==> src/rtl/gf_event_sequencer.sv <==
// Input-side event sequencer for the GigaFitter: buffers strobed SVT words in a
// FWFT FIFO, releases one event at a time to the fitter and forwards its EE word.
module gf_event_sequencer #(
  parameter int DEPTH       = 64,
  parameter int AW          = 6,
  parameter int HOLD_MARGIN = 8
) (
  input  logic          J3WRITECLK,
  input  logic          RESET,
  input  logic [22:0]   DATA_IN,
  input  logic          DS_N,
  output logic          W_HOLD,
  output logic [22:0]   FIT_DATA,
  output logic          FIT_VALID,
  input  logic          FIT_READY,
  output logic          FIT_EOE,
  input  logic          FIT_DONE,
  output logic [22:0]   EE_OUT,
  output logic          EE_VALID,
  output logic          OVFL,
  output logic [AW:0]   EVT_PENDING
);

  typedef enum logic [1:0] {IDLE, STREAM, WAIT_DONE, EMIT} state_t;

  localparam logic [AW:0] OCC_FULL    = (AW+1)'(DEPTH);
  localparam logic [AW:0] OCC_HIT_MAX = (AW+1)'(DEPTH - 1);
  localparam logic [AW:0] OCC_HOLD    = (AW+1)'(DEPTH - HOLD_MARGIN);

  state_t        state_q, state_d;
  logic [22:0]   mem_q [DEPTH];
  logic [AW-1:0] wr_ptr_q, wr_ptr_d, rd_ptr_q, rd_ptr_d;
  logic [AW:0]   occ_q, occ_d, evt_q, evt_d;
  logic          whold_q, whold_d, ovfl_q, ovfl_d;
  logic [22:0]   ee_lat_q, ee_lat_d, ee_out_q, ee_out_d;

  logic [22:0]   head;
  logic          head_ee, in_ee, wr_req, wr_ok, wr_en, pop;
  logic          fit_valid, fit_eoe;

  assign head    = mem_q[rd_ptr_q];
  assign head_ee = (head[22:21] == 2'b11);
  assign in_ee   = (DATA_IN[22:21] == 2'b11);
  assign wr_req  = ~DS_N;
  // Hits may not take the last slot, so an event's EE can always be stored.
  assign wr_ok   = in_ee ? (occ_q < OCC_FULL) : (occ_q < OCC_HIT_MAX);
  assign wr_en   = wr_req & wr_ok;

  always_comb begin
    state_d   = state_q;
    pop       = 1'b0;
    fit_valid = 1'b0;
    fit_eoe   = 1'b0;
    ee_lat_d  = ee_lat_q;
    ee_out_d  = ee_out_q;
    case (state_q)
      IDLE: if (evt_q != '0) state_d = STREAM;
      STREAM: begin
        if (head_ee) begin
          pop      = 1'b1;
          fit_eoe  = 1'b1;
          ee_lat_d = head;
          state_d  = WAIT_DONE;
        end else begin
          fit_valid = 1'b1;
          pop       = FIT_READY;
        end
      end
      WAIT_DONE: if (FIT_DONE) begin
        ee_out_d = ee_lat_q;
        state_d  = EMIT;
      end
      EMIT: state_d = IDLE;
      default: state_d = IDLE;
    endcase
  end

  always_comb begin
    wr_ptr_d = wr_ptr_q + AW'(wr_en);
    rd_ptr_d = rd_ptr_q + AW'(pop);
    occ_d    = occ_q + (AW+1)'(wr_en) - (AW+1)'(pop);
    evt_d    = evt_q + (AW+1)'(wr_en & in_ee) - (AW+1)'(pop & head_ee);
    ovfl_d   = ovfl_q | (wr_req & ~wr_ok);
    whold_d  = (occ_q >= OCC_HOLD);
  end

  always_ff @(posedge J3WRITECLK) begin
    if (wr_en) mem_q[wr_ptr_q] <= DATA_IN;
  end

  always_ff @(posedge J3WRITECLK or posedge RESET) begin
    if (RESET) begin
      state_q  <= IDLE;
      wr_ptr_q <= '0;
      rd_ptr_q <= '0;
      occ_q    <= '0;
      evt_q    <= '0;
      whold_q  <= 1'b0;
      ovfl_q   <= 1'b0;
      ee_lat_q <= '0;
      ee_out_q <= '0;
    end else begin
      state_q  <= state_d;
      wr_ptr_q <= wr_ptr_d;
      rd_ptr_q <= rd_ptr_d;
      occ_q    <= occ_d;
      evt_q    <= evt_d;
      whold_q  <= whold_d;
      ovfl_q   <= ovfl_d;
      ee_lat_q <= ee_lat_d;
      ee_out_q <= ee_out_d;
    end
  end

  assign W_HOLD      = whold_q;
  assign FIT_VALID   = fit_valid;
  assign FIT_DATA    = fit_valid ? head : '0;
  assign FIT_EOE     = fit_eoe;
  assign EE_OUT      = ee_out_q;
  assign EE_VALID    = (state_q == EMIT);
  assign OVFL        = ovfl_q;
  assign EVT_PENDING = evt_q;

endmodule

==> config.mk <==
export PLATFORM = sky130hd
export DESIGN_NAME = gf_event_sequencer
export DESIGN_NICKNAME = d
export VERILOG_FILES = /design/src/rtl/gf_event_sequencer.sv
export SDC_FILE = /design/constraint.sdc
export NUM_CORES = 1
export LEC_CHECK = 0
export ABC_CLOCK_PERIOD_IN_PS = 3700
export CAP_MARGIN = 30
export CELL_PAD_IN_SITES_DETAIL_PLACEMENT = 1
export CELL_PAD_IN_SITES_GLOBAL_PLACEMENT = 1
export CORE_AREA = 3 3 417 419
export CTS_CLUSTER_DIAMETER = 200
export DETAILED_ROUTE_END_ITERATION = 7
export DIE_AREA = 0 0 420 422
export HOLD_SLACK_MARGIN = 0.12
export PLACE_DENSITY = 0.56
export SLEW_MARGIN = 5
export SYNTH_ARGS = -nofsm -noshare
export SYNTH_HDL_FRONTEND = slang
export SYNTH_SLANG_ARGS = --single-unit
==> constraint.sdc <==
create_clock -name J3WRITECLK -period 3.7 [get_ports J3WRITECLK]
set_input_delay 1.11 -clock J3WRITECLK [delete_from_list [all_inputs] [get_ports J3WRITECLK]]
set_output_delay 1.11 -clock J3WRITECLK [all_outputs]
set_load 0.005 [all_outputs]
==> out/results.ini <==
[run_status]
violations=setup timing
status=finished, violations left

[global_routing]
gr-total-overflow=0
grt_pass1_wl_um=239000
grt_max_degree=66
grt_use_total_pct=19.4
antenna_found_initial=21
grt_pass1_vias=30700

[clocking]
holdBufCountCts=0
cts_buffers=166
cts_htree_levels=4
tritoncts=built
root_buffer=clkbuf_16
clk_pin_slew_ns=0.06
cts_sinks=1548
clk_latency_ns=0.81
cts_max_path_buffers=3

[synthesis]
synth-seq-cells=1548
synth_simple_gate_area_share_pct=1.17
synth_compound_area_share_pct=0.489
netlist_area_mm2=0.0596
synth_ff_type=edfxtp_1
synthXorXnorAreaFrac_pct=0.279
syn_avg_cell_area_um2=24.1
synth_fa_ha_area_share_pct=0.655
syn-num-nets=2531
yosys_warnings=0
netlist_instances=2473
synth_top_family_by_area=multiplexers
synth.area.mux_share_pct=18.8
async_flop_share_pct=4.91
synth-edff-count=1472
synthDistinctLibCells=47
yosysSeqAreaShare_pct=77.3

[routing]
ant_nets=0
post_drt_wl_per_cell_um=32.2
drtIter0Drc=3304
dr.pass1.iters=5
via_per_inst=5.36
dr_total_vias=28500
drc=0
routed_wl_um=172000

[sta]
setup_viol=45
tns_ns=-46.00
timing.slew.headroom_pct=37.0
drv_slew=0
setup_ws_ns=-1.42
clock-skew-final_ns=0.0318
period_share_pct=138
min_period_ns=5.12
max_slew.worst_pin.slew_ns=0.945
hold_viol=0
fmax_mhz=195
rsz0062_at_grt=yes

[finish]
layout_commonest_cell=edfxtp_1
nFillCells=15600
layout.cell_area.non_filler_mm2=0.0732
fin_nets=3009
layout-drive-gt1-share_pct=41.8
areaGrowthSynthToFinish_pct=22.7
final_cell_mix=edfxtp_1, mux4_2, clkbuf_16, buf_4, buf_12

[floorplanning]
fp.dieW_um=420
die_h_um=422
die-area_mm2=0.177
design.portCount=86
initial_core_util_pct=34.9
num_rows=152
coreArea_mm2=0.171

[critical_path]
endpoint_kind=output pin
required_ns=2.59
critPathKind=reg2out
crit_path_start_kind=flop
crit_arrival_ns=4.01
r2r_slack_ns=-1.14
critPathMaxFanout=8

[placement]
place_area_mm2=0.0661
post-dp-hpwl_um=100000
io_buffers=85
gp_congestion=0.776
place_ws_ns=-0.964

[power]
leakage_uw=0.0235
ir_drop_uv=473
p_per_area_mw_per_mm2=779

[job]
cap_violations=0

[min_path]
hold_path.class=reg2reg

==> worst max-delay path, stage by stage, from the launching register on <==
cell and delay (ns):
dfrtp_4 0.49, buf_12 0.17, mux4_2 0.50, mux2_4 0.29
a221o_1 0.40, o41ai_2 0.08, buf_4 0.18, o22ai_2 0.06
buf_6 0.16, nor2_4 0.14, buf_12 0.14, buf_12 0.11
clkbuf_16 0.13, buf_4 0.11, and2_4 0.12, clkbuf_2 0.10
==> through the flow <==
stage / utilization [%] / power, uW / std cells / hold slack, ns
3_5_place_dp: 38.7 / 38600 / 4928 / 0.459
5_1_grt: 42.8 / 59200 / 5325 / 0.488
2_1_floorplan: - / 31000 / 2473 / 0.435
3_3_place_gp: 38.6 / 38300 / 4924 / 0.450
6_report: 42.8 / 57000 / 5328 / 0.473
4_1_cts: 42.2 / 56100 / 5264 / 0.472
==> per-layer routing <==
metal	global-route usage, %	wire length [um]	part of all wire [%]
met1	24.8	68100	40
met2	31.9	85500	50
met3	4.37	11500	6.7
met4	7.66	6660	3.9
met5	0	97	0.056
==> timing repair <==
action / in CTS / in global routing
setup buffers: 24 / 63
resized for setup: 109 / 136
pin swaps: 24 / 51
endpoints found under the setup margin: 37 / 69
cloned: 5 / 10
==> cell usage after synthesis (all sizes together) (12+ instances only) <==
cell type	instances	area [um2]
ha	28	350
mux2i	18	180
mux2	50	563
mux4	465	10500
inv	29	109
nand3	12	60.1
xnor2	13	114
nor2	79	297
and2	26	163
dfrtp	76	1900
edfxtp	1472	44200
buf	76	470
clkbuf	51	191
==> registers in the layout, summed over array words and instances, names as in the netlist, 2 cells and up <==
signal       flops
state_q          2
rd_ptr_q         6
mem_q         1472
EE_OUT          23
wr_ptr_q         6
occ_q            7
EVT_PENDING      7
ee_lat_q        23
==> path summary, 6_finish.rpt <==
kind	startpoint	cells past startpoint	to
setup / recovery	rd_ptr_q[0]	15	FIT_DATA[4]
hold / removal	ee_lat_q[21]	1	ee_lat_q[21]
setup reg to reg	rd_ptr_q[0]	24	occ_q[6]
hold reg to reg	ee_lat_q[21]	1	ee_lat_q[21]
max in group asynchronous	RESET	3	EE_OUT[8]
min in group asynchronous	RESET	2	EE_OUT[10]
==> report_power, final <==
group	switching, uW	leakage [uW]	internal [uW]
sequential	488	0.0141	20000
combinational	9870	0.00678	10400
clock	7040	0.00259	9220
total	17400	0.0235	39600
==> area by class of cell <==
cell class                 instances  area (um2)  area share (%)
sequential                      1548       46100            63.0
multi-input combinational        769       13300            18.2
timing repair buffer             437        5470            7.47
clock buffer                     201        4310            5.88
tap                             2233        2790            3.82
clock inverter                   107        1050            1.43
inverter                          29         120           0.164
antenna                            4        10.0          0.0137
==> cells by family (layout without fill, tap and decap cells) <==
family / count (synthesis) / after routing
muxes: 533 / 533
other: 0 / 4
DFF: 1548 / 1548
buffers and inverters: 156 / 774
xor gates and xnor gates: 19 / 19
AOI/OAI and AO/OA: 40 / 40
and+or+nand+nor: 147 / 147
adders and majority gates: 30 / 30
(Power assumes the default switching activity.)
